[config.mk]
export PLATFORM = sky130hd
export DESIGN_NAME = ram_arbiter
export DESIGN_NICKNAME = d
export VERILOG_FILES = /design/src/rtl/ram_arbiter_pkg.sv /design/src/rtl/ram_arb_port.sv /design/src/rtl/ram_arbiter.sv
export SDC_FILE = /design/constraint.sdc
export NUM_CORES = 1
export LEC_CHECK = 0
export CORE_MARGIN = 10
export CORE_UTILIZATION = 35
export CTS_BUF_LIST = sky130_fd_sc_hd__clkbuf_8
export DETAILED_ROUTE_END_ITERATION = 8
export GPL_ROUTABILITY_DRIVEN = 0
export PLACE_DENSITY = 0.79
export SETUP_SLACK_MARGIN = 0.15
export SLEW_MARGIN = 20
export SYNTH_ARGS = -nofsm -noshare
export SYNTH_HDL_FRONTEND = slang
export SYNTH_SLANG_ARGS = --single-unit
[constraint.sdc]
create_clock -name clk -period 1.7 [get_ports clk]
set_clock_uncertainty 0.2 [all_clocks]
set_input_delay 0.17 -clock clk [delete_from_list [all_inputs] [get_ports clk]]
set_output_delay 0.17 -clock clk [all_outputs]
set_load 0.01 [all_outputs]
[src/rtl/ram_arbiter_pkg.sv]
// Shared definitions for the program/data RAM arbiter: owner encoding and default bus widths.
package ram_arbiter_pkg;

    localparam int AW_DEF = 8;
    localparam int DW_DEF = 12;

    localparam logic [1:0] OWN_NONE = 2'd0;
    localparam logic [1:0] OWN_CPU  = 2'd1;
    localparam logic [1:0] OWN_LDR  = 2'd2;

    typedef enum logic [1:0] {
        ST_NONE = OWN_NONE,
        ST_CPU  = OWN_CPU,
        ST_LDR  = OWN_LDR
    } owner_e;

endpackage

[src/rtl/ram_arb_port.sv]
// One requester side of the RAM arbiter: grant qualification plus the one-cycle read-return register.
module ram_arb_port
    import ram_arbiter_pkg::*;
#(
    parameter int DW = DW_DEF
) (
    input  logic          clk,
    input  logic          clr,
    input  logic          own,
    input  logic          req,
    input  logic          block,
    input  logic          we,
    input  logic [DW-1:0] ram_rdata,
    output logic          gnt,
    output logic          rvalid,
    output logic [DW-1:0] rdata
);

    logic          rvalid_q;
    logic [DW-1:0] rdata_q;

    assign gnt    = own & req & ~block;
    assign rvalid = rvalid_q;
    assign rdata  = rdata_q;

    // RAM read is combinational from the address, so the edge ending the read transfer captures it.
    always_ff @(posedge clk) begin
        if (clr) begin
            rvalid_q <= 1'b0;
            rdata_q  <= '0;
        end else begin
            rvalid_q <= gnt & ~we;
            if (gnt & ~we) begin
                rdata_q <= ram_rdata;
            end
        end
    end

endmodule

[src/rtl/ram_arbiter.sv]
// Round-robin arbiter with burst limit sharing the program/data RAM between the CPU and the program loader.
module ram_arbiter
    import ram_arbiter_pkg::*;
#(
    parameter int AW        = AW_DEF,
    parameter int DW        = DW_DEF,
    parameter int MAX_BURST = 4
) (
    input  logic          clk,
    input  logic          clr,
    input  logic          prog_mode,
    input  logic          cpu_req,
    input  logic          cpu_we,
    input  logic [AW-1:0] cpu_addr,
    input  logic [DW-1:0] cpu_wdata,
    output logic          cpu_gnt,
    output logic          cpu_rvalid,
    output logic [DW-1:0] cpu_rdata,
    input  logic          ld_req,
    input  logic          ld_we,
    input  logic [AW-1:0] ld_addr,
    input  logic [DW-1:0] ld_wdata,
    output logic          ld_gnt,
    output logic          ld_rvalid,
    output logic [DW-1:0] ld_rdata,
    output logic          ram_ce,
    output logic          ram_we,
    output logic [AW-1:0] ram_addr,
    output logic [DW-1:0] ram_wdata,
    input  logic [DW-1:0] ram_rdata,
    output logic [1:0]    owner
);

    owner_e        owner_q;
    owner_e        last_q;
    logic [3:0]    burst_q;
    logic [4:0]    burst_inc;
    logic [AW-1:0] addr_hold_q;
    logic [DW-1:0] wdata_hold_q;

    logic          cpu_eff;
    logic [1:0]    own_v, req_v, blk_v, we_v, gnt_v, rvalid_v;
    logic [DW-1:0] rdata_v [2];

    logic          xfer;
    logic          sel_we;
    logic [AW-1:0] sel_addr;
    logic [DW-1:0] sel_wdata;

    assign cpu_eff   = cpu_req & ~prog_mode;
    assign burst_inc = {1'b0, burst_q} + 5'd1;

    // Index 0 is the CPU side, index 1 the loader side.
    assign own_v = {owner_q == ST_LDR, owner_q == ST_CPU};
    assign req_v = {ld_req, cpu_req};
    assign blk_v = {1'b0, prog_mode};
    assign we_v  = {ld_we, cpu_we};

    for (genvar gi = 0; gi < 2; gi++) begin : g_port
        ram_arb_port #(.DW(DW)) u_port (
            .clk       (clk),
            .clr       (clr),
            .own       (own_v[gi]),
            .req       (req_v[gi]),
            .block     (blk_v[gi]),
            .we        (we_v[gi]),
            .ram_rdata (ram_rdata),
            .gnt       (gnt_v[gi]),
            .rvalid    (rvalid_v[gi]),
            .rdata     (rdata_v[gi])
        );
    end

    assign cpu_gnt    = gnt_v[0];
    assign ld_gnt     = gnt_v[1];
    assign cpu_rvalid = rvalid_v[0];
    assign ld_rvalid  = rvalid_v[1];
    assign cpu_rdata  = rdata_v[0];
    assign ld_rdata   = rdata_v[1];
    assign owner      = owner_q;

    // At most one grant is ever high, so a simple priority mux suffices.
    assign xfer      = cpu_gnt | ld_gnt;
    assign sel_we    = cpu_gnt ? cpu_we    : ld_we;
    assign sel_addr  = cpu_gnt ? cpu_addr  : ld_addr;
    assign sel_wdata = cpu_gnt ? cpu_wdata : ld_wdata;

    assign ram_we    = xfer & sel_we;
    assign ram_ce    = xfer & ~sel_we;
    assign ram_addr  = xfer ? sel_addr  : addr_hold_q;
    assign ram_wdata = xfer ? sel_wdata : wdata_hold_q;

    always_ff @(posedge clk) begin
        if (clr) begin
            addr_hold_q  <= '0;
            wdata_hold_q <= '0;
        end else if (xfer) begin
            addr_hold_q  <= sel_addr;
            wdata_hold_q <= sel_wdata;
        end
    end

    // Owner FSM; burst_q only advances while the other side is waiting.
    always_ff @(posedge clk) begin
        if (clr) begin
            owner_q <= ST_NONE;
            last_q  <= ST_LDR;
            burst_q <= '0;
        end else begin
            case (owner_q)
                ST_NONE: begin
                    burst_q <= '0;
                    if (cpu_eff && ld_req) begin
                        owner_q <= (last_q == ST_CPU) ? ST_LDR : ST_CPU;
                    end else if (cpu_eff) begin
                        owner_q <= ST_CPU;
                    end else if (ld_req) begin
                        owner_q <= ST_LDR;
                    end
                end
                ST_CPU: begin
                    if (!cpu_eff) begin
                        owner_q <= ld_req ? ST_LDR : ST_NONE;
                        last_q  <= ST_CPU;
                        burst_q <= '0;
                    end else if (ld_req && cpu_gnt) begin
                        if (burst_inc >= 5'(MAX_BURST)) begin
                            owner_q <= ST_LDR;
                            last_q  <= ST_CPU;
                            burst_q <= '0;
                        end else begin
                            burst_q <= burst_inc[3:0];
                        end
                    end
                end
                ST_LDR: begin
                    if (!ld_req) begin
                        owner_q <= cpu_eff ? ST_CPU : ST_NONE;
                        last_q  <= ST_LDR;
                        burst_q <= '0;
                    end else if (cpu_eff && ld_gnt) begin
                        if (burst_inc >= 5'(MAX_BURST)) begin
                            owner_q <= ST_CPU;
                            last_q  <= ST_LDR;
                            burst_q <= '0;
                        end else begin
                            burst_q <= burst_inc[3:0];
                        end
                    end
                end
                default: begin
                    owner_q <= ST_NONE;
                    burst_q <= '0;
                end
            endcase
        end
    end

endmodule

Yosys cells after proc, flatten, opt, wreduce, memory -nomap -nowiden:

Cells that the tools add are included.

* add/subtract/negate cells: 1
* $lt $le $gt $ge: 1
* eq/ne operators: 8
* muxes and demuxes: 29
* bitwise gates (word level): 13
* reductions and logical operators: 8

Operators by type and width (count)
* $mux W2: 15
* $mux W12: 2
* $mux W4: 5
* $mux W8: 2
* $ne A3 B3 Y1 const B: 4
* $reduce_and A5 Y1: 2
* $and A1 B1 Y1: 8
* $pmux W4 S2: 1
* $pmux W2 S3: 1
* $add A4 B1 Y5 const B: 1
* $ge A5 B3 Y1 const B: 1
* $eq A2 B1 Y1 const B: 2
* $ne A4 B4 Y1 const B: 1
* $not A1 Y1: 4
* $pmux W2 S2: 1
* $logic_and A1 B1 Y1: 3
* $eq A2 B2 Y1 const B: 1
* $logic_not A2 Y1: 1
* $mux W1: 2
* $reduce_and A2 Y1: 1
* $reduce_bool A2 Y1: 1
* $or A1 B1 Y1: 1

* register bits after elaboration: 54
* input bits: 59
* output and inout port bits: 52
* logic and storage cells: 69

Logic depth before layout (Yosys ltp):

Gate-level depths: netlist (run 1).

* depth after elaboration: 7
* depth in mapped cells: 8
* depth with buffers taken out: 8

Modules after synthesis:

Synthesis (run 1) repeated with hierarchy kept, for this count alone.

* cell total of the unflattened synthesis: 289
* area total of the unflattened synthesis: 2740.1 um2

Modules (own cells, without submodules)
* ram_arbiter: times used 1, cells an instance 175, area an instance 1561.5 um2, sequential area each 560.5 um2
* ram_arb_port: times used 2, cells an instance 57, area an instance 589.3 um2, sequential area each 260.2 um2

Worst setup path after synthesis (run 1):

OpenSTA, ideal clock, no wires.

* kind: flip-flop to output port
* from: register owner_q[1], in the netlist owner[1]
* to: output ram_ce
* arrival: 1.518 ns
* required time: 1.330 ns
* setup slack: -0.188 ns
* stages on the path, launching flop included: 7
* buffers on the path: 1
* cell sequence: dfxtp_1 ha_1 nand2_2 inv_1 nand2b_1 buf_4 o21ai_0

* elaborated cells between the ends (all ways): 9
* those cells by class: 2 x eq/ne; 1 x mux; 6 x bitwise

RTL lines
* from (decl): line ram_arbiter.sv:34 `owner_e owner_q;`
* from (signal assigned): line ram_arbiter.sv:114 `owner_q <= (last_q == ST_CPU) ? ST_LDR : ST_CPU;`
* from (signal assigned): line ram_arbiter.sv:123 `owner_q <= ld_req ? ST_LDR : ST_NONE;`
* from (signal assigned): line ram_arbiter.sv:138 `owner_q <= cpu_eff ? ST_CPU : ST_NONE;`
* $eq A2 B2 Y1: line ram_arbiter.sv:54 `assign own_v = {owner_q == ST_LDR, owner_q == ST_CPU};`
* via g_port[1].u_port.own: line ram_arb_port.sv:9 `input logic own,`
* $and A1 B1 Y1: line ram_arb_port.sv:22 `assign gnt = own & req & ~block;`
* via ld_gnt: line ram_arbiter.sv:23 `output logic ld_gnt,`
* $or A1 B1 Y1: line ram_arbiter.sv:83 `assign xfer = cpu_gnt | ld_gnt;`
* $and A1 B1 Y1: line ram_arbiter.sv:89 `assign ram_ce = xfer & ~sel_we;`
* to (decl): line ram_arbiter.sv:26 `output logic ram_ce,`

The timed path passes the listed nets, and every way through them passes these cells.

Final worst setup path (run 1):

* from: register owner_q[1], in the netlist owner[1]
* to: output ram_wdata[11]

* elaborated cells between the ends (all ways): 8
* those cells by class: 2 x eq/ne; 2 x mux; 4 x bitwise

RTL lines
* $eq A2 B2 Y1: line ram_arbiter.sv:54
* via g_port[1].u_port.own: line ram_arb_port.sv:9
* $and A1 B1 Y1: line ram_arb_port.sv:22
* $or A1 B1 Y1: line ram_arbiter.sv:83
* $mux W12: line ram_arbiter.sv:91 `assign ram_wdata = xfer ? sel_wdata : wdata_hold_q;`
* to (decl): line ram_arbiter.sv:29 `output logic [DW-1:0] ram_wdata,`

The timed path passes the listed nets, and every way through them passes these cells.

==> results.md, run 1 <==
- The post-detailed-route DRC marker count is 0.
- The highest layer touched by signal routing is met4.
- The CTS H-tree depth is 2.
- The number of global-route vias before repair is 2669.
- For this run, the total global-route usage over all layers was measured as 15.0%.
- The average instance in the mapped netlist occupies 8.72 µm².
- The checks that failed: setup timing.
- In this run the cell area of the synthesized design comes to 2540 µm².
- The number of buffers on the longest clock path is 2.
- The average routed wire per standard cell is 16.2 µm.
- For this design, the slowest cell found on the critical path is sky130_fd_sc_hd__dfxtp_2.
- The DRC violation total after the first TritonRoute iteration is 56.
- The initial utilization of the core area, before any placement, comes to 36.8%.
- STA classifies the critical path endpoint as an output port.
- The smallest clock period supported by the final layout is computed as 2.07 ns.
- Counting flops with a built-in enable in the synthesized netlist gives 0.
- The number of rows created at floorplan is 30.
- Clock-pin slew was measured on the worst setup and hold paths at 0.10 ns.
- The register cell area after layout is 1090 µm².
- Setup repair after global routing could not meet its margin everywhere.
- For this run, the number of standard cells in the final layout without fillers is 537.
- The synthesis warning total is 0.
- In this run the worst setup path begins at owner[1].
- The filler cells instantiated in the layout total 571.
- The max-slew violation total from the final report is 0.
- In this run the register-to-register setup slack is -0.18 ns.
- The startpoint kind of the worst setup timing path is a flip-flop.
- For the pin with the worst max-slew slack, the measured transition is 0.467 ns.
- Summed over all failing endpoints, the final setup total negative slack is -8.72 ns.
- The flow ran to the end, but the final reports show violations.
- Along the worst path, the maximum fanout reaches 5.
- The sequential element share of the synthesized area is 42.6%.
- The pre-antenna-repair detailed-routing pass consisted of 4 iterations.
- The number of vias after detailed routing is 2563.
- Timing would allow up to 484 MHz.
- The detailed-routing wirelength on met1 is 3370 µm.
- In this run the remaining antenna-violating nets after routing total 0.
- During placement, the flow inserted port buffers numbering 110.
- The cell chosen for the clock root is sky130_fd_sc_hd__clkbuf_8.
- Summing all multi-input logic gate instances after layout gives 1620 µm².
- The die is 105 µm wide.
- The reg-to-reg endpoint is owner[0].
- The number of flip-flops and latches in the synthesized netlist is 54.
- The required time of the critical path is 1.33 ns.
- Once layout is complete, the utilization of the core stands at 65.6%.
- The worst flop-to-flop path startpoint is owner[1].
- The critical path crosses 8 cells after its start point.
- The tightest min-delay check is of the input port to flip-flop type.
- Max-cap violations in this run came to 0.
- After global routing the overflow that remains totals 0.
- After detailed routing, the met2 layer carries 4470 µm of wire.
- The sum of routed wire length over all layers is 8680 µm.
- Walking the worst path, the cells encountered are buf_6 > ha_4 > nand2_4 > buf_12 > buf_12 > mux2i_4 > o21ai_2 > buf_2.
- The ratio of final minimum period to clock period is 122%.
- The biggest cell delay along the critical path is 0.35 ns.
- The die covers 11100 µm².
- The CTS buffer count is 5.
- In this design, the largest share of critical-path delay is due to buffers and inverters.
- The analysis attributes to cell leakage a power of 1.95 nW.
- The relative max-transition margin is 68.9%.
- The clock latency on the worst-skew pair is 0.30 ns.
- Counting tap cells, the placed design contains a total of 514 instances.
- The maximum number of pins on one net before global-route repair is 33.
- For the worst setup path, the data arrival time is 1.70 ns.
- The power density relative to cell area is 754 nW/µm².
- The setup path with the least slack is of type flip-flop to output port.
- The count of endpoints failing hold in the final timing report is 0.
- The most used flip-flop cell after synthesis is sky130_fd_sc_hd__dfxtp_1.
- The total number of nets in the final design is 505.
- Timing analysis after detailed placement gives a worst setup slack of -0.603 ns.
- In the final layout, the share of cells above drive strength 1 is 38.5%.
- Setup violations remaining at the end of the flow were counted as 42.
- Among the stages of the critical path, the cell type that occurs most often is sky130_fd_sc_hd__buf_12.
- The core footprint is 6910 µm².
- The maximum vdd ir drop is 0.504 mV.
- The number of buffers and inverters on the critical path is 4.
- TritonCTS built the clock tree.
- The die is 105 µm tall.
- The count of clock tree sinks is 54.
- The count of cell types in the netlist is 37.
- The wire length of the first global-routing pass is 13700 µm.
- The number of diodes added for antenna fixing is 0.
- The layout overhead on the synthesized area is 78.5%.
- Dividing the detail-routed via count by the number of cells gives 4.77.
- The met3 wire length is 756 µm.
- The initial antenna violation count is 0.
- Summed over all nets, the half-perimeter wirelength after detailed placement is 6200 µm.
- The fraction of synthesis flops using an asynchronous set or reset pin is 0%.
- Following the worst setup path forward leads to its endpoint at ram_wdata[11].
- During I/O placement, the number of pins put on the boundary was 111.
- Setup slack on the critical path of the routed design comes to -0.368 ns.
- The number of standard cells after synthesis is 291.
- The count of cells along the worst register-to-register path is 10.
- Counting every net in the synthesized netlist gives 356.
## synth_stat cells (2+ instances only)
master,number,area [µm²]
sky130_fd_sc_hd__nor2_2,2,12.5
sky130_fd_sc_hd__buf_4,6,45.0
sky130_fd_sc_hd__and2_1,3,18.8
sky130_fd_sc_hd__mux2i_1,21,210
sky130_fd_sc_hd__nor3_1,3,15.0
sky130_fd_sc_hd__o21ai_2,20,175
sky130_fd_sc_hd__nor2b_1,19,119
sky130_fd_sc_hd__a21o_1,2,15.0
sky130_fd_sc_hd__clkbuf_1,6,22.5
sky130_fd_sc_hd__buf_6,4,45.0
sky130_fd_sc_hd__nand3_1,3,15.0
sky130_fd_sc_hd__dfxtp_1,54,1080
sky130_fd_sc_hd__nand2_1,70,263
sky130_fd_sc_hd__ha_1,6,75.1
sky130_fd_sc_hd__nand2_2,2,12.5
sky130_fd_sc_hd__nand2b_1,2,12.5
sky130_fd_sc_hd__nor2_1,6,22.5
sky130_fd_sc_hd__o2111ai_1,2,17.5
sky130_fd_sc_hd__buf_2,2,10.0
sky130_fd_sc_hd__inv_1,6,22.5
sky130_fd_sc_hd__a21oi_1,31,155
sky130_fd_sc_hd__and2b_1,2,15.0
sky130_fd_sc_hd__o21ai_0,5,25.0
## kinds of logic after synthesis
family | synth area share [%]
AO/OA/AOI/OAI | 18.0
flip-flops | 42.6
multiplexers | 8.28
buffers and inverters | 6.06
adder cells (fa/ha/maj) | 2.96
AND/OR/NAND/NOR | 22.1
## final cells by class
| class | count | share of cell area (%) |
|---|---|---|
| clock buffers | 7 | 2.13 |
| clock inverters | 1 | 0.193 |
| inverters | 7 | 0.966 |
| multi-input cells | 212 | 35.7 |
| flip-flops and latches | 54 | 24.0 |
| well taps | 96 | 2.65 |
| repair buffers | 160 | 34.4 |
## worst min path at each step
stage	start	end	slack, ns	cells after the start
2_1_floorplan	ram_rdata[0]	g_port[0].u_port.rdata[0]	0.11	2
3_3_place_gp	g_port[1].u_port.rdata[9]	g_port[1].u_port.rdata[9]	0.24	2
3_5_place_dp	g_port[1].u_port.rdata[11]	g_port[1].u_port.rdata[11]	0.25	2
4_1_cts	clr	burst_q[1]	0.08	2
5_1_grt	clr	addr_hold_q[0]	0.10	2
6_report	clr	addr_hold_q[2]	0.10	2
## power by group
| part | internal (W) | total, W | switching [W] |
|---|---|---|---|
| Clock | 0.000375 | 0.000807 | 0.000432 |
| Sequential | 0.00134 | 0.00138 | 0.0000397 |
| Combinational | 0.000680 | 0.00123 | 0.000550 |
| Total | 0.00240 | 0.00342 | 0.00102 |
## cells in the final DEF (no fill, tap or decap), types with 7 or more instances in the layout
cell                               n
sky130_fd_sc_hd__buf_12            7
sky130_fd_sc_hd__buf_2            21
sky130_fd_sc_hd__buf_6            18
sky130_fd_sc_hd__buf_4            24
sky130_fd_sc_hd__dfxtp_1          52
sky130_fd_sc_hd__mux2i_2           8
sky130_fd_sc_hd__nor2b_1          18
sky130_fd_sc_hd__mux2i_1           9
sky130_fd_sc_hd__nand2_1          64
sky130_fd_sc_hd__dlygate4sd2_1    27
sky130_fd_sc_hd__a21oi_1          19
sky130_fd_sc_hd__clkdlybuf4s50_1  57
sky130_fd_sc_hd__clkbuf_8          7
sky130_fd_sc_hd__nand2_2           7
sky130_fd_sc_hd__a21oi_2          12
sky130_fd_sc_hd__o21ai_2          22
## state kept, by name, summed over array words and instances (netlist names)
register	cells
burst_q	4
g_port.u_port.rvalid	2
addr_hold_q	8
owner	2
wdata_hold_q	12
last_q	2
g_port.u_port.rdata	24
## through the flow
stage | total power, W | hold WS (ns) | cell area, µm²
3_3_place_gp | 0.00244 | 0.241 | 4010
3_5_place_dp | 0.00246 | 0.248 | 4010
6_report | 0.00342 | 0.101 | 4530
2_1_floorplan | 0.00191 | 0.106 | 2600
5_1_grt | 0.00358 | 0.104 | 4530
4_1_cts | 0.00336 | 0.0829 | 4350
## layer usage
metal	vias up	GRT usage [%]
met4	0	3.24
met5	-	0
li1	1271	-
met1	1202	16.0
met3	6	7.00
met2	84	26.3
## timing repair
action | in CTS | in global routing
gates cloned | 3 | 0
endpoints found under the setup margin | 105 | 79
buffers inserted | 10 | 2
pin swaps | 12 | 8
hold buffers | 0 | 0
endpoints found under the hold margin | 0 | 0
gates resized for setup | 175 | 38
(Power assumes the default switching activity.)
==> run 2, diff against run 1 <==
CORE_UTILIZATION = 39   (was 35)
PLACE_DENSITY = 0.86   (was 0.79)
==> run 2 against run 1 <==
Net effect:
- the flow still finishes with violations (setup timing)
- register-to-register slack worse by 0.18 ns
- clock power is 5.9% lower
- cell area is 4.7% higher
- cell count shrank 0.93%
- wire length rose by 12%
- sequential power about the same
- worst setup slack worse by 0.049 ns
- fmax down 2.3%
- critical endpoint is now ram_addr[0]
==> results.md, run 2 (synthesis gave the netlist of run 1 again) <==
- The sequential cells in the finished layout cover a total of 1090 µm².
- The startpoint kind of the worst setup timing path is a flip-flop.
- The ratio of final minimum period to clock period is 125%.
- For this run, the share of the core covered by cells in the final layout is 74.7%.
- Buffers placed on the I/O ports in this run total 110.
- The cell chosen for the clock root is sky130_fd_sc_hd__clkbuf_8.
- Subtracting the final worst setup slack from the clock period gives 2.12 ns.
- The initial antenna violation count is 0.
- The CTS H-tree depth is 2.
- After clock tree synthesis, the flow added hold-fix buffers numbering 0.
- The final antenna-violating net count is 0.
- The critical path in this run is classified as flip-flop to output port.
- Clock-pin slew was measured on the worst setup and hold paths at 0.10 ns.
- Across all setup checks in the final design, the least slack found is -0.417 ns.
- For the worst setup path, the data arrival time is 1.75 ns.
- The TritonCTS clock tree is built.
- The area of the die is 10100 µm².
- The checks that failed: setup timing.
- The number of antenna diodes in the final layout is 0.
- The routed layout has 2704 vias.
- Entering global routing, the biggest net connects 21 pins.
- Setup repair after global routing could not meet its margin everywhere.
- For this design the ratio of total power to cell area is 747 nW/µm².
- The standby leakage power is 2.03 nW.
- For the worst setup path, the data required time is 1.33 ns.
- The final HPWL from detailed placement is 6250 µm.
- In the global route stage, overall resource usage came out at 17.9%.
- In this run the standard cell core region covers 6350 µm².
- The average routed wire per standard cell is 18.2 µm.
- From left edge to right edge, the die measures 101 µm.
- The max-slew violation total from the final report is 0.
- After detailed placement, the total cell area comes to 4000 µm².
- The longest clock path from root to sink contains 2 buffers.
- The finished cells cover 4750 µm².
- After detailed routing, the number of vias per cell comes to 5.08.
- The path class of the lowest-slack min-delay path is input port to flip-flop.
- The clock drives 54 sinks.
- The count of endpoints failing hold in the final timing report is 0.
- The number of global-route vias before repair is 2886.
- The smallest hold slack is 0.0790 ns.
- The starting density of the core is 40.0%.
- The final-report setup violation count is 71.
- STA classifies the critical path endpoint as an output port.
- For the pin with the worst max-slew slack, the measured transition is 0.432 ns.
- 111 I/O pins were placed.
- The CTS buffer count is 5.
- The layout filler cell count is 411.
- For this run, design rule violations remaining after detail routing come to 0.
- The number of rows created at floorplan is 29.
- The flow ran to the end, but the final reports show violations.
- The clock latency on the worst-skew pair is 0.30 ns.
- The wire length of the first global-routing pass is 14800 µm.
- In this run the tightest slew margin relative to its limit is 71.2%.
- The height of the die is 101 µm.
- In the final design database the tool counted 519 nets.
- The first detailed-routing pass ran for 4 iterations.
- Across the VDD grid, the largest voltage drop is 0.503 mV.
- The sum of overflow across all layers after global routing is 0.
- The largest driver fanout on the critical path is 7.
- The number of violations of the max-capacitance limit is 0.
- Compared with the post-synthesis result, the final layout area differs by 86.9%.
- Leaving out fill and tap cells, the most frequent cell in the layout is sky130_fd_sc_hd__nand2_1.
- Leaving out fill and tap cells, the most frequent cells in the layout are 66 x sky130_fd_sc_hd__nand2_1, 57 x sky130_fd_sc_hd__clkdlybuf4s50_1, 52 x sky130_fd_sc_hd__dfxtp_1.
- Summing all multi-input logic gate instances after layout gives 1730 µm².
- The maximum clock rate is 472 MHz.
- The power consumption is 0.00355 W.
- The post-route netlist has 42.0% of its cells at a drive strength greater than 1.
- The detailed router finished its first iteration with 142 violations.
- For this block, the routed nets add up to 9690 µm of wire.
- The register with the most flip-flops in the layout has 24 of them.
## run 2: cell types whose count changed in the layout (fill, tap and decap cells not counted), moves of 3 or more
| cell | change |
|---|---|
| sky130_fd_sc_hd__a21oi_1 | -5 |
| sky130_fd_sc_hd__nand2_2 | -3 |
| sky130_fd_sc_hd__a21oi_2 | +4 |
| sky130_fd_sc_hd__o21ai_4 | +5 |
| sky130_fd_sc_hd__mux2i_4 | +4 |
| sky130_fd_sc_hd__buf_4 | +16 |
| sky130_fd_sc_hd__o21ai_2 | -4 |
## run 2: metrics by stage
| stage | std cells | setup slack, ns | TNS, ns |
|---|---|---|---|
| 2_1_floorplan | 291 | 0.0975 | 0 |
| 3_3_place_gp | 495 | -0.575 | -17.23 |
| 3_5_place_dp | 495 | -0.603 | -19.97 |
| 4_1_cts | 525 | -0.425 | -11.19 |
| 5_1_grt | 532 | -0.491 | -18.67 |
| 6_report | 532 | -0.417 | -13.66 |
## run 2: critical path, stage by stage (launching register included)
cell	delay [ns]
sky130_fd_sc_hd__dfxtp_2	0.37
sky130_fd_sc_hd__buf_6	0.11
sky130_fd_sc_hd__ha_4	0.13
sky130_fd_sc_hd__nand2_4	0.07
sky130_fd_sc_hd__buf_12	0.15
sky130_fd_sc_hd__buf_8	0.13
sky130_fd_sc_hd__mux2i_4	0.18
sky130_fd_sc_hd__o21ai_2	0.14
sky130_fd_sc_hd__buf_2	0.15
## run 2: area by class of cell
type	instances	share of cell area [%]
Timing Repair Buffer	174	35.6
Clock inverter	3	0.527
Multi-Input combinational cell	212	36.5
Tap cell	77	2.03
Inverter	7	0.975
Sequential cell	54	22.9
Clock buffer	5	1.45
## run 2: path summary, 6_finish.rpt
path                           endpoint  slack, ns                       start  cells past startpoint
max                         ram_addr[0]      -0.42                    owner[1]                      8
min                     wdata_hold_q[9]       0.08                         clr                      2
max reg2reg                    owner[1]      -0.36                    owner[1]                     11
min reg2reg  g_port[1].u_port.rdata[10]       0.26  g_port[1].u_port.rdata[10]                      2
## run 2: per-layer routing
metal / wire length [µm] / vias up / global-route usage [%]
met2: 4990 / 107 / 32.6
met5: 0 / - / 0
met3: 819 / 18 / 7.34
li1: - / 1306 / -
met1: 3660 / 1273 / 18.2
met4: 223 / 0 / 5.22
## run 2: timing repair
item / CTS / global route
resized for setup: 178 / 54
gates cloned: 4 / 1
pin swaps: 12 / 5
endpoints found under the setup margin: 104 / 79
buffers inserted: 18 / 6
## run 2: where the power goes
group / switching (W) / internal, W
clock: 0.000460 / 0.000299
sequential: 0.0000481 / 0.00134
combinational: 0.000607 / 0.000788
